### src/rtl/wb_pkg.sv
// Shared Wishbone definitions: bus widths, timeout-timer width and the
// native-slave FSM state encoding.
// No ports (package).
package wb_pkg;

    localparam int unsigned WB_ADR_W = 32;
    localparam int unsigned WB_DAT_W = 32;
    localparam int unsigned WB_SEL_W = WB_DAT_W / 8;

    // Width of the native-side wait timer.
    localparam int unsigned TIMER_W = 16;

    typedef enum logic [1:0] {
        ST_IDLE  = 2'd0,
        ST_REQ   = 2'd1,
        ST_DONE  = 2'd2,
        ST_DRAIN = 2'd3
    } wb_state_e;

endpackage

### src/rtl/wb_native_slave_if.sv
// Bundle of the Wishbone slave-side signals and the native memory request
// signals handled by wb_native_slave.
// Modports:
//   slave  - the bridge: takes Wishbone requests, issues native requests
//   master - the environment: Wishbone master plus native memory responder
interface wb_native_slave_if;
    import wb_pkg::*;

    logic [WB_ADR_W-1:0] wbs_adr_i;
    logic [WB_DAT_W-1:0] wbs_dat_i;
    logic [WB_SEL_W-1:0] wbs_sel_i;
    logic                wbs_we_i;
    logic                wbs_stb_i;
    logic                wbs_cyc_i;
    logic [WB_DAT_W-1:0] wbs_dat_o;
    logic                wbs_ack_o;
    logic                wbs_err_o;

    logic                mem_valid;
    logic [WB_ADR_W-1:0] mem_addr;
    logic [WB_DAT_W-1:0] mem_wdata;
    logic [WB_SEL_W-1:0] mem_wstrb;
    logic                mem_ready;
    logic [WB_DAT_W-1:0] mem_rdata;

    modport slave (
        input  wbs_adr_i, wbs_dat_i, wbs_sel_i, wbs_we_i, wbs_stb_i, wbs_cyc_i,
        output wbs_dat_o, wbs_ack_o, wbs_err_o,
        output mem_valid, mem_addr, mem_wdata, mem_wstrb,
        input  mem_ready, mem_rdata
    );

    modport master (
        output wbs_adr_i, wbs_dat_i, wbs_sel_i, wbs_we_i, wbs_stb_i, wbs_cyc_i,
        input  wbs_dat_o, wbs_ack_o, wbs_err_o,
        input  mem_valid, mem_addr, mem_wdata, mem_wstrb,
        output mem_ready, mem_rdata
    );

endinterface

### src/rtl/wb_timeout_ctr.sv
// Native-side wait timer for wb_native_slave.
// Ports:
//   clk     - clock, rising edge
//   rst_n   - asynchronous active-low reset
//   clear   - synchronous clear to zero (has priority over enable)
//   enable  - count up by one this cycle
//   expired - count has reached LIMIT-1
module wb_timeout_ctr
    import wb_pkg::*;
#(
    parameter int unsigned LIMIT = 255
) (
    input  logic clk,
    input  logic rst_n,
    input  logic clear,
    input  logic enable,
    output logic expired
);

    localparam logic [TIMER_W-1:0] LAST = TIMER_W'(LIMIT - 1);

    logic [TIMER_W-1:0] count;

    always_ff @(posedge clk or negedge rst_n) begin
        if (!rst_n) begin
            count <= '0;
        end else if (clear) begin
            count <= '0;
        end else if (enable) begin
            count <= count + TIMER_W'(1);
        end
    end

    assign expired = (count == LAST);

endmodule

### src/rtl/wb_native_slave.sv
// Wishbone classic slave to native valid/ready memory bridge.
// One outstanding request; terminates with ack on native completion or
// err when the native side does not answer within TIMEOUT_CYCLES.
// Ports:
//   wb_clk_i  - clock, rising edge
//   wb_rst_ni - asynchronous active-low reset
//   bus       - wb_native_slave_if.slave: Wishbone slave signals
//               (wbs_*) and native request/response signals (mem_*)
module wb_native_slave
    import wb_pkg::*;
#(
    parameter int unsigned TIMEOUT_CYCLES = 255
) (
    input  logic                  wb_clk_i,
    input  logic                  wb_rst_ni,
    wb_native_slave_if.slave      bus
);

    wb_state_e           state_q, state_d;
    logic                valid_q, valid_d;
    logic [WB_ADR_W-1:0] addr_q, addr_d;
    logic [WB_DAT_W-1:0] wdata_q, wdata_d;
    logic [WB_SEL_W-1:0] wstrb_q, wstrb_d;
    logic                is_read_q, is_read_d;
    logic [WB_DAT_W-1:0] dat_q, dat_d;
    logic                ack_q, ack_d;
    logic                err_q, err_d;

    logic tmr_clear;
    logic tmr_en;
    logic tmr_expired;

    wb_timeout_ctr #(
        .LIMIT (TIMEOUT_CYCLES)
    ) u_timeout (
        .clk     (wb_clk_i),
        .rst_n   (wb_rst_ni),
        .clear   (tmr_clear),
        .enable  (tmr_en),
        .expired (tmr_expired)
    );

    always_ff @(posedge wb_clk_i or negedge wb_rst_ni) begin
        if (!wb_rst_ni) begin
            state_q   <= ST_IDLE;
            valid_q   <= 1'b0;
            addr_q    <= '0;
            wdata_q   <= '0;
            wstrb_q   <= '0;
            is_read_q <= 1'b0;
            dat_q     <= '0;
            ack_q     <= 1'b0;
            err_q     <= 1'b0;
        end else begin
            state_q   <= state_d;
            valid_q   <= valid_d;
            addr_q    <= addr_d;
            wdata_q   <= wdata_d;
            wstrb_q   <= wstrb_d;
            is_read_q <= is_read_d;
            dat_q     <= dat_d;
            ack_q     <= ack_d;
            err_q     <= err_d;
        end
    end

    always_comb begin
        state_d   = state_q;
        valid_d   = valid_q;
        addr_d    = addr_q;
        wdata_d   = wdata_q;
        wstrb_d   = wstrb_q;
        is_read_d = is_read_q;
        dat_d     = dat_q;
        ack_d     = 1'b0;
        err_d     = 1'b0;
        tmr_clear = 1'b0;
        tmr_en    = 1'b0;

        case (state_q)
            ST_IDLE: begin
                if (bus.wbs_cyc_i && bus.wbs_stb_i) begin
                    addr_d    = bus.wbs_adr_i;
                    wdata_d   = bus.wbs_dat_i;
                    // A write with no byte selects degrades to a read whose
                    // data is dropped, so is_read follows we, not wstrb.
                    wstrb_d   = bus.wbs_we_i ? bus.wbs_sel_i : '0;
                    is_read_d = !bus.wbs_we_i;
                    valid_d   = 1'b1;
                    tmr_clear = 1'b1;
                    state_d   = ST_REQ;
                end
            end

            ST_REQ: begin
                // Completion beats timeout; an abandoned cycle that
                // completes in the same cycle goes straight back to idle.
                if (bus.mem_ready) begin
                    valid_d = 1'b0;
                    if (bus.wbs_cyc_i) begin
                        if (is_read_q) begin
                            dat_d = bus.mem_rdata;
                        end
                        ack_d   = 1'b1;
                        state_d = ST_DONE;
                    end else begin
                        state_d = ST_IDLE;
                    end
                end else if (tmr_expired) begin
                    valid_d = 1'b0;
                    if (bus.wbs_cyc_i) begin
                        err_d   = 1'b1;
                        state_d = ST_DONE;
                    end else begin
                        state_d = ST_IDLE;
                    end
                end else begin
                    tmr_en = 1'b1;
                    if (!bus.wbs_cyc_i) begin
                        state_d = ST_DRAIN;
                    end
                end
            end

            ST_DRAIN: begin
                // Master has gone; keep the native request alive until it
                // finishes so the memory side is never cut mid-transfer.
                if (bus.mem_ready || tmr_expired) begin
                    valid_d = 1'b0;
                    state_d = ST_IDLE;
                end else begin
                    tmr_en = 1'b1;
                end
            end

            ST_DONE: begin
                state_d = ST_IDLE;
            end

            default: begin
                state_d = ST_IDLE;
            end
        endcase
    end

    assign bus.mem_valid = valid_q;
    assign bus.mem_addr  = addr_q;
    assign bus.mem_wdata = wdata_q;
    assign bus.mem_wstrb = wstrb_q;
    assign bus.wbs_dat_o = dat_q;
    assign bus.wbs_ack_o = ack_q;
    assign bus.wbs_err_o = err_q;

endmodule

### src/flat_wrapper.sv
// flat-port wrapper written by rule: the top's interface ports become plain ports
module wb_native_slave_flat import wb_pkg::*;
#(
    parameter int unsigned TIMEOUT_CYCLES = 255
)
  (wb_clk_i, wb_rst_ni, bus_wbs_adr_i, bus_wbs_dat_i, bus_wbs_sel_i, bus_wbs_we_i, bus_wbs_stb_i, bus_wbs_cyc_i, bus_wbs_dat_o, bus_wbs_ack_o, bus_wbs_err_o, bus_mem_valid, bus_mem_addr, bus_mem_wdata, bus_mem_wstrb, bus_mem_ready, bus_mem_rdata);
  wb_native_slave_if bus_i ();
  input  logic wb_clk_i;
  input  logic wb_rst_ni;
  input wire logic [$bits(bus_i.wbs_adr_i)-1:0] bus_wbs_adr_i;
  input wire logic [$bits(bus_i.wbs_dat_i)-1:0] bus_wbs_dat_i;
  input wire logic [$bits(bus_i.wbs_sel_i)-1:0] bus_wbs_sel_i;
  input wire logic [$bits(bus_i.wbs_we_i)-1:0] bus_wbs_we_i;
  input wire logic [$bits(bus_i.wbs_stb_i)-1:0] bus_wbs_stb_i;
  input wire logic [$bits(bus_i.wbs_cyc_i)-1:0] bus_wbs_cyc_i;
  output wire logic [$bits(bus_i.wbs_dat_o)-1:0] bus_wbs_dat_o;
  output wire logic [$bits(bus_i.wbs_ack_o)-1:0] bus_wbs_ack_o;
  output wire logic [$bits(bus_i.wbs_err_o)-1:0] bus_wbs_err_o;
  output wire logic [$bits(bus_i.mem_valid)-1:0] bus_mem_valid;
  output wire logic [$bits(bus_i.mem_addr)-1:0] bus_mem_addr;
  output wire logic [$bits(bus_i.mem_wdata)-1:0] bus_mem_wdata;
  output wire logic [$bits(bus_i.mem_wstrb)-1:0] bus_mem_wstrb;
  input wire logic [$bits(bus_i.mem_ready)-1:0] bus_mem_ready;
  input wire logic [$bits(bus_i.mem_rdata)-1:0] bus_mem_rdata;
  assign bus_i.wbs_adr_i = bus_wbs_adr_i;
  assign bus_i.wbs_dat_i = bus_wbs_dat_i;
  assign bus_i.wbs_sel_i = bus_wbs_sel_i;
  assign bus_i.wbs_we_i = bus_wbs_we_i;
  assign bus_i.wbs_stb_i = bus_wbs_stb_i;
  assign bus_i.wbs_cyc_i = bus_wbs_cyc_i;
  assign bus_wbs_dat_o = bus_i.wbs_dat_o;
  assign bus_wbs_ack_o = bus_i.wbs_ack_o;
  assign bus_wbs_err_o = bus_i.wbs_err_o;
  assign bus_mem_valid = bus_i.mem_valid;
  assign bus_mem_addr = bus_i.mem_addr;
  assign bus_mem_wdata = bus_i.mem_wdata;
  assign bus_mem_wstrb = bus_i.mem_wstrb;
  assign bus_i.mem_ready = bus_mem_ready;
  assign bus_i.mem_rdata = bus_mem_rdata;
  wb_native_slave #(.TIMEOUT_CYCLES(TIMEOUT_CYCLES)) u_core (.wb_clk_i(wb_clk_i), .wb_rst_ni(wb_rst_ni), .bus(bus_i));
endmodule
### config.mk
export PLATFORM = sky130hd
export DESIGN_NAME = wb_native_slave_flat
export DESIGN_NICKNAME = d
export VERILOG_FILES = /design/src/rtl/wb_pkg.sv /design/src/rtl/wb_native_slave_if.sv /design/src/rtl/wb_timeout_ctr.sv /design/src/rtl/wb_native_slave.sv /design/src/flat_wrapper.sv
export SDC_FILE = /design/constraint.sdc
export NUM_CORES = 1
export LEC_CHECK = 0
export ABC_AREA = 1
export CAP_MARGIN = 20
export CORE_UTILIZATION = 43
export CTS_CLUSTER_DIAMETER = 100
export CTS_CLUSTER_SIZE = 20
export DETAILED_ROUTE_END_ITERATION = 16
export PLACE_DENSITY = 0.8
export SYNTH_ARGS = -nofsm -noshare
export SYNTH_HDL_FRONTEND = slang
export SYNTH_SLANG_ARGS = --single-unit
### constraint.sdc
create_clock -name wb_clk_i -period 1.8 [get_ports wb_clk_i]
set_input_delay 0.27 -clock wb_clk_i [delete_from_list [all_inputs] [get_ports wb_clk_i]]
set_output_delay 0.27 -clock wb_clk_i [all_outputs]
set_load 0.1 [all_outputs]
# == Yosys cells after proc, flatten, opt, wreduce, memory -nomap -nowiden ==
# Cells that the tools add are included.
# totals
output_inout_bits,103
reg_bits,122
elab_cells,56
# op_classes
n_reduce_logical,10
n_eq_ne,8
mux,27
add_sub_neg,1
# ops
op,n
16-bit 2-to-1 mux,2
16-bit by 1-bit adder with 16-bit output (second input constant),1
16-bit by 8-bit equality test with 1-bit output (second input constant),1
1-bit 2-to-1 mux,15
2-bit 2-to-1 mux,6
2-bit case mux with 4 select lines,1
4-bit AND reduction,2
2-bit equality test (second input constant),2
4-bit 2-to-1 mux,1
2-bit by 1-bit inequality test with 1-bit output (second input constant),2
4-bit by 3-bit inequality test with 1-bit output (second input constant),1
3-bit by 2-bit inequality test with 1-bit output (second input constant),1
1-bit case mux with 3 select lines,1
3-bit AND reduction,1
3-bit nonzero test,1
2-bit by 1-bit equality test with 1-bit output (second input constant),1
2-bit logical NOT,1
1-bit case mux with 2 select lines,1
2-bit AND reduction,1
2-bit nonzero test,1
1-bit logical AND,1
1-bit logical NOT,1
1-bit logical OR,1

# == Depth between registers and ports, before layout ==
# Gate-level depths: netlist of the first run.
# depth
ltp_word,6
ltp_mapped,11
ltp_nobuf,10

# == Cells and area by module ==
# A second synthesis of the first run with hierarchy kept.
# hier_totals
hier_cells,597
hier_area_um2,5064.9
# modules_own_cells
mod,cells_each,seq_area_each_um2,n_inst,area_per_inst_um2
wb_native_slave,467,2652.5,1,4120.2
wb_timeout_ctr,130,400.4,1,944.7

# == Worst setup path before layout of the first run ==
# OpenSTA, ideal clock, no wires.
# synth_timing
kind,reg-to-reg
from,reg u_core.u_timeout.count[0]
to,reg u_core.u_timeout.count[1]
slack_ps,278
synth_period_minus_slack_ps,1522
arrival_time_ps,1396
setup_time_ps,126
stages_incl_launch_ff,12
n_path_buf,1
required_ps,1674
cell_sequence,dfrtp_1 -> inv_1 -> ha_1 -> nand3_1 -> nor2_1 -> nand2_1 -> nand3_1 -> nand2_2 -> inv_1 -> buf_4 -> nand2_1 -> o21ai_0
# synth_via
elab_chain_cells,5
word_cells_on_any_way,10
cone_classes,add/sub: 1; eq/ne: 1; mux: 6; reduce/logical: 2
# synth_rtl
item,line,source
start: declaration,wb_timeout_ctr.sv:22,logic [TIMER_W-1:0] count;
start signal: assignment,wb_timeout_ctr.sv:30,count <= count + TIMER_W'(1);
branches (longest 5 deep; another with 16-bit by 1-bit adder with 16-bit output),-,
# Parallel ways; which one is timed is not known. The select of a mux whose other input is x is not followed.
# A chain may end at the register's enable or synchronous reset.

# == Final worst setup path of the first run ==
# layout_timing
from,reg u_core.u_timeout.count[0]
to,reg u_core.u_timeout.count[6]
# The elaborated chain is that of the path after synthesis.

==> results.md, run 1 <==
- In this run the number of H-tree levels came out at 4.
- The I/O pin total is 209.
- The placeable core area is 11560 um2.
- The classification of the worst-slack hold path is in2async.
- After the first detailed-routing iteration, the DRC count stood at 277.
- For this configuration, the core starts out at a cell density of 44.62%.
- On the worst path, the slowest cell contributes a delay of 0.37 ns.
- Among all stages on the critical path, the largest delay is contributed by sky130_fd_sc_hd__dfrtp_1.
- The floorplan has 39 rows.
- Entering global routing, the biggest net connects 64 pins.
- Dividing the detail-routed wire length by the instance count gives 14.45 um.
- STA classifies the critical path startpoint as a flop.
- The slack of the worst reg-to-reg path is 0.17 ns.
- The checks that failed: DRC.
- The worst setup path is captured at a flop.
- In this run the cell area of the synthesized design comes to 5160 um2.
- The net total in the final layout is 867.
- The setup slack of the critical path after layout is 0.1705 ns.
- The top cell types in the final layout, fill and taps aside, are sky130_fd_sc_hd__nand2_1, sky130_fd_sc_hd__dfrtp_1, sky130_fd_sc_hd__buf_4, sky130_fd_sc_hd__clkdlybuf4s50_1, sky130_fd_sc_hd__mux2_4.
- At the worst endpoint, the required time is 2.09 ns.
- The flow ran to the end, but the final reports show violations.
- The met1 usage in global routing is 27.15%.
- In this run the critical register-to-register path is captured at u_core.u_timeout.count[6]$_DFFE_PN0P_.
- For this run, global-route usage on met3 was measured as 7.567%.
- The critical path start-end classification is reg2reg.
- The average cell area after synthesis is 9.681 um2.
- The clock tree root driver cell is sky130_fd_sc_hd__clkbuf_16.
- The DRC violations left is 11.
- The weighted congestion reported at the end of routability-driven placement is 0.8745.
- The number of antenna-violating nets in the routed design is 0.
- The number of endpoints with negative hold slack in the final report is 0.
- The aggregate global-route resource usage is 22.50%.
- The total global routing overflow is 0.
- The critical path crosses 9 cells after its start point.
- Measured in cells, the most critical reg-to-reg path has a length of 9.
- In this run the tightest slew margin relative to its limit is 77.77%.
- The die is 111.5 um wide.
- OpenSTA, run right after detailed placement, puts the worst setup slack at -0.02113 ns.
- The peak-usage layer in the global routing report is met2.
- The launch point of the worst reg-to-reg path is u_core.u_timeout.count[0]$_DFFE_PN0P_.
- The max-slew violation count came to 0.
- The met2 usage is 37.13%.
- The library cell used most frequently in the layout, excluding fill and tap cells, is sky130_fd_sc_hd__nand2_1.
- Summed over all layers, the routed wires come to 13230 um.
- Counting both buffers and inverters, the worst setup path holds a total of 3.
- The number of antenna violations at the first check in global routing came to 0.
- The worst path arrival time is 1.92 ns.
- The detail-routed via count per cell is 4.846.
- The clock latency on the worst-skew pair is 0.41 ns.
- In this run the cell area measured after placement is 7277 um2.
- From bottom edge to top edge, the die measures 111.5 um.
- Counting every sink on the clock net gives 122.
- The final design instance area without fill is 7899 um2.
- The clock tree from TritonCTS is yes.
- For the final database, setup skew stands at 0.009256 ns.
- The post-route setup TNS is 0 ns.
- Synthesis instantiated 28 different standard cells from the library.
- The routed layout has 4434 vias.
- In this run the worst path has a maximum fanout of 4.
- During synthesis, Yosys emitted a total of 0 warnings.
- The instance count of the mapped netlist is 533.
- Measured on the finished design, the core utilization comes to 68.30%.
- The total half-perimeter wirelength after legalization and detailed placement is 9284 um.
- The first global-routing pass estimated 21980 um of wire.
- The proportion of synthesized chip area in sequential cells is 59.17%.
- The tool flagged a number of max-cap violations equal to 0.
- After synthesis the netlist holds a flip-flop and latch count of 122.
- Among the stages of the critical path, the cell type that occurs most often is sky130_fd_sc_hd__inv_1.
- The final critical path takes up 90.53% of the cycle.
- The buffer levels on the longest clock path is 2.
- Input and output buffers added on the ports amount to 208.
- The total die area is 12440 um2.
- The number of nets in the synthesized netlist is 641.
- The number of detailed-routing iterations run before antenna repair is 10.
- The clock-pin slew on the worst setup and hold paths is 0.05 ns.
- The number of global-route vias before repair is 4545.
- Static timing analysis puts the maximum clock frequency at 613.7 MHz.
- Setup repair after global routing left no endpoint under its margin.
- The area overhead of the layout relative to synthesis is 53.08%.
- The category of cells accounting for the largest share of critical-path delay is simple AND/OR/NAND/NOR gates.
- The final critical delay including setup and external delays is 1.630 ns.
- Walking the worst path, the cells encountered are buf_4 -> ha_1 -> inv_1 -> nor2_1 -> nand2_1 -> inv_1 -> or2_2 -> nand3_1 -> o21ai_1.
- The share of cells above drive strength 1 is 25.39%.
- The number of setup violations in the final report is 0.
- The transition at the pin with the smallest max-transition slack is 0.3310 ns.
- Buffers inserted during clock tree synthesis total 17.
- The repair_antennas step left the layout with diodes totalling 0.
## sequential cells by signal, summed over array words and instances, names as in the netlist
name,flops
u_core.bus.mem_addr,32
u_core.bus.mem_valid,1
u_core.bus.mem_wdata,32
u_core.bus.mem_wstrb,4
u_core.bus.wbs_ack_o,1
u_core.bus.wbs_dat_o,32
u_core.bus.wbs_err_o,1
u_core.is_read_q,1
u_core.state_q,2
u_core.u_timeout.count,16
## cell type report
cell class	instances	area, um2
Fill cell	889	3666
Sequential cell	122	3053
Timing Repair Buffer	227	2054
Multi-Input combinational cell	369	1921
Clock buffer	22	464.2
Tap cell	143	178.9
Clock inverter	10	141.4
Inverter	22	86.33
## worst max path at each step
stage | start | to
6_report | u_core.u_timeout.count[0]$_DFFE_PN0P_ | u_core.u_timeout.count[6]$_DFFE_PN0P_
4_1_cts | u_core.u_timeout.count[0]$_DFFE_PN0P_ | u_core.u_timeout.count[1]$_DFFE_PN0P_
5_1_grt | u_core.u_timeout.count[0]$_DFFE_PN0P_ | u_core.u_timeout.count[11]$_DFFE_PN0P_
2_1_floorplan | u_core.u_timeout.count[0]$_DFFE_PN0P_ | u_core.u_timeout.count[1]$_DFFE_PN0P_
3_5_place_dp | bus_wbs_cyc_i | u_core.bus.mem_wstrb[0]$_DFFE_PN0P_
3_3_place_gp | bus_wbs_cyc_i | u_core.bus.mem_wstrb[0]$_DFFE_PN0P_
## synthesized netlist by cell type, drive strengths merged
cell    count  area, um2
nand2     243      924.6
nand3      20      100.1
a21oi       1      5.000
nor2       28      115.1
a22o        4      35.03
clkbuf     12      45.04
inv        22      82.58
nor3        4      31.28
ha          2      25.02
nand4      12      75.07
buf         8      61.31
xor2        3      26.28
o21ai      15      75.07
nor4        1      6.260
or2         3      18.77
o21bai      1      7.510
dfrtp     122       3053
mux2       32      473.0
## repair_timing
item,4_1_cts,5_1_grt
setup buffers,0,0
endpoints found under the hold margin,20,0
setup endpoints to repair,0,7
resized for setup,0,2
hold buffers,1,0
## through the flow
stage / cells / hold slack [ns]
final: 915 / 0.3051
after global routing: 915 / 0.3262
after CTS: 915 / 0.3063
after detailed placement: 882 / 0.1895
after global placement: 882 / 0.1818
after floorplan: 533 / -0.02559
## cells by family after synthesis
kind of cell / synth area share (%)
XOR/XNOR: 0.5093
AO/OA/AOI/OAI: 2.376
multiplexers: 9.166
buffers and inverters: 3.661
flip-flops: 59.17
adder cells (fa/ha/maj): 0.4849
AND/OR/NAND/NOR: 24.64
## metal layers
layer	vias up	share of wire (%)
met5	-	0
met4	0	1.9
met3	24	7.6
met2	179	50
met1	2089	41
li1	2142	-
Power of run 1 is left out: the tool's default activity adds up to more than one toggle a clock period on the data nets, which glitch-free logic cannot reach.
==> run 2, diff against run 1 <==
CELL_PAD_IN_SITES_DETAIL_PLACEMENT = 0   (was default)
CELL_PAD_IN_SITES_GLOBAL_PLACEMENT = 1   (was default)
CORE_UTILIZATION = 32   (was 43)
PLACE_DENSITY = default   (was 0.8)
PLACE_DENSITY_LB_ADDON = 0.1   (was default)
==> run 2 against run 1 <==
Compared with the run above: the run now ends clean; sequential cell count did not move; via count is 0.97% lower; first-iteration DRC count is 1.1% lower; worst hold slack improved by 0.057 ns; final area up 2.5%; fmax fell by 0.95%; critical endpoint unchanged; highest routed layer unchanged.
==> results.md, run 2 (synthesized netlist as in run 1, its figures left out) <==
- The run finished with clean final reports.
- The aggregate global-route resource usage is 17.63% (-4.9 points).
- The cell type of the slowest stage on the worst timing path is sky130_fd_sc_hd__dfrtp_1.
- TritonCTS built the clock tree.
- The length in cells of the worst reg-to-reg path is 9 (unchanged).
- The x dimension of the die is 129.0 um (+16%).
- The clock tree root driver cell is sky130_fd_sc_hd__clkbuf_16.
- The number of antenna-violating nets in the routed design is 0 (unchanged).
- The iteration-0 DRC count of the detailed router is 274 (-1.1%).
- The total of max-cap violations is 0 (unchanged).
- The type of element capturing the critical path is a flop.
- The number of detailed-routing iterations run before antenna repair is 5 (-5).
- The final worst-path cycle share is 91.40% (+0.87 points).
- The slack of the worst reg-to-reg path came to 0.15 ns (-0.02 ns).
- The total number of placement rows is 46 (+18%).
- The fmax is 607.8 MHz (-0.95%).
- The DRC violations left is 0 (-11).
- The largest fanout of any net on the critical path is 4 (unchanged).
- The worst path arrival time came to 1.94 ns (+0.02 ns).
- The vertical die dimension is 129.0 um (+16%).
- The number of input and output port buffers inserted is 208 (unchanged).
- The clock latency on the worst-skew pair is 0.41 ns (about the same).
- The clock-pin slew on the worst setup and hold paths is 0.06 ns (about the same).
- The total vias in the final route is 4391 (-0.97%).
- The most common cell type on the critical path is sky130_fd_sc_hd__inv_1.
- The total die area is 16640 um2 (+34%).
- The worst clock skew is 0.008764 ns (-0.0004926 ns).
- The endpoint identified for the worst register-to-register timing path is u_core.u_timeout.count[6]$_DFFE_PN0P_.
- The commonest non-fill, non-tap cell in the layout is sky130_fd_sc_hd__nand2_1.
- The area overhead of the layout relative to synthesis is 56.91%.
- The total half-perimeter wirelength after legalization and detailed placement is 10170 um (+9.6%).
- The final critical delay including setup and external delays was 1.645 ns (+0.01567 ns).
- The transition at the pin with the smallest max-transition slack is 0.5042 ns (+0.1732 ns).
- The number of antenna repair diodes is 0 (unchanged).
- The number of setup violations in the final report is 0 (unchanged).
- The critical path's largest stage delay came to 0.38 ns (about the same).
- The classification of the worst-slack hold path is in2async.
- The number of antenna violations at the first check in global routing is 0 (unchanged).
- The number of endpoints with negative hold slack in the final report was 0 (unchanged).
- The average wire per cell in the routed design is 14.24 um (-1.5%).
- The weighted congestion reported at the end of routability-driven placement was 0.8652 (-1.1%).
- The critical path goes through buf_4 -> ha_1 -> inv_1 -> nor2_1 -> nand2_1 -> inv_1 -> or2_2 -> nand3_1 -> o21ai_1.
- The total global routing overflow is 0 (unchanged).
- The CTS H-tree depth came to 4 (unchanged).
- The data required time of the worst path is 2.10 ns (about the same).
- The buffer levels on the longest clock path is 2 (unchanged).
- The I/O pin total is 209 (unchanged).
- The net total in the final layout is 876 (+1.0%).
- The worst-case headroom to the max-slew limit is 66.39% (-11 points).
- The max-slew violation count is 0 (unchanged).
- In the layout the commonest cells are sky130_fd_sc_hd__nand2_1, sky130_fd_sc_hd__dfrtp_1, sky130_fd_sc_hd__buf_4, sky130_fd_sc_hd__clkdlybuf4s50_1, sky130_fd_sc_hd__mux2_4.
- The placeable core area came to 15830 um2 (+37%).
- The final core area utilization was 51.15% (-17 points).
- The critical path start-end classification is reg2reg.
- The startpoint identified for the worst register-to-register timing path is u_core.u_timeout.count[0]$_DFFE_PN0P_.
- The number of global-route vias before repair is 4377 (-3.7%).
- The starting density of the core is 32.60% (-12 points).
- The overall routed net length is 14200 um (+7.4%).
- The startpoint type of the worst setup path is a flop.
- The pin count of the biggest net entering global routing is 50 (-22%).
- The detail-routed via count per cell is 4.404 (-9.1%).
- The clock sink count is 122 (unchanged).
- The number of buffers created by CTS came to 17 (unchanged).
- The global-route wire length before repair came to 22230 um (+1.2%).
- The share of cells above drive strength 1 is 26.38% (+0.99 points).
==> run 2: worst max path at each step <==
| stage | slack, ns | cells past startpoint | to | startpoint |
|---|---|---|---|---|
| detailed placement | -0.03 | 7 | u_core.bus.mem_wdata[24]$_DFFE_PN0P_ | bus_wbs_cyc_i |
| global route | -0.001 | 11 | u_core.u_timeout.count[2]$_DFFE_PN0P_ | u_core.u_timeout.count[0]$_DFFE_PN0P_ |
| CTS | 0.1 | 10 | u_core.u_timeout.count[3]$_DFFE_PN0P_ | u_core.u_timeout.count[14]$_DFFE_PN0P_ |
| floorplan | 0.28 | 11 | u_core.u_timeout.count[1]$_DFFE_PN0P_ | u_core.u_timeout.count[0]$_DFFE_PN0P_ |
| finish | 0.15 | 9 | u_core.u_timeout.count[6]$_DFFE_PN0P_ | u_core.u_timeout.count[0]$_DFFE_PN0P_ |
| global placement | -0.01 | 7 | u_core.bus.mem_wdata[6]$_DFFE_PN0P_ | bus_wbs_cyc_i |
==> run 2: final cells by class <==
class                           instances  area, um2
Clock buffer                           21      460.4
Clock inverter                         11      145.1
Fill cell                            1491       7731
Inverter                               22      82.58
Multi-Input combinational cell        369       1926
Sequential cell                       122       3053
Tap cell                              216      270.3
Timing Repair Buffer                  236       2160
==> run 2: critical path: cells and delay by family, from the launching register on <==
kind,cells,cell delay [ns]
AOI/OAI and AO/OA,1,0.07
adders and majority gates,1,0.25
buffers and inverters,3,0.33
DFF,1,0.38
and+or+nand+nor,4,0.49
==> run 2: per-layer routing <==
layer / global-route usage, % / vias up / wire, um
met5: 0 / - / 0
met4: 7.405 / 0 / 184
met3: 6.528 / 13 / 1086
met2: 28.27 / 155 / 6899
met1: 21.36 / 2058 / 6028
li1: - / 2165 / -
==> run 2: timing repair <==
item | 4_1_cts | 5_1_grt
gates resized for setup | 0 | 2
buffers inserted | 0 | 1
endpoints found under the hold margin | 28 | 0
hold buffers | 1 | 0
endpoints found under the setup margin | 0 | 14
==> run 2: metrics by stage <==
| stage | hold WS, ns | instances | setup TNS [ns] | cell area (um2) | setup WS [ns] |
|---|---|---|---|---|---|
| after floorplan | -0.02559 | 533 | 0 | 5160 | 0.2780 |
| after global placement | 0.2608 | 963 | -0.02720 | 7466 | -0.01320 |
| after detailed placement | 0.2653 | 963 | -0.8088 | 7466 | -0.03032 |
| after CTS | 0.3655 | 996 | 0 | 8082 | 0.09646 |
| after global routing | 0.3886 | 997 | -0.0009917 | 8097 | -0.0009917 |
| final | 0.3616 | 997 | 0 | 8097 | 0.1548 |
Power of run 2 is left out for the same reason.
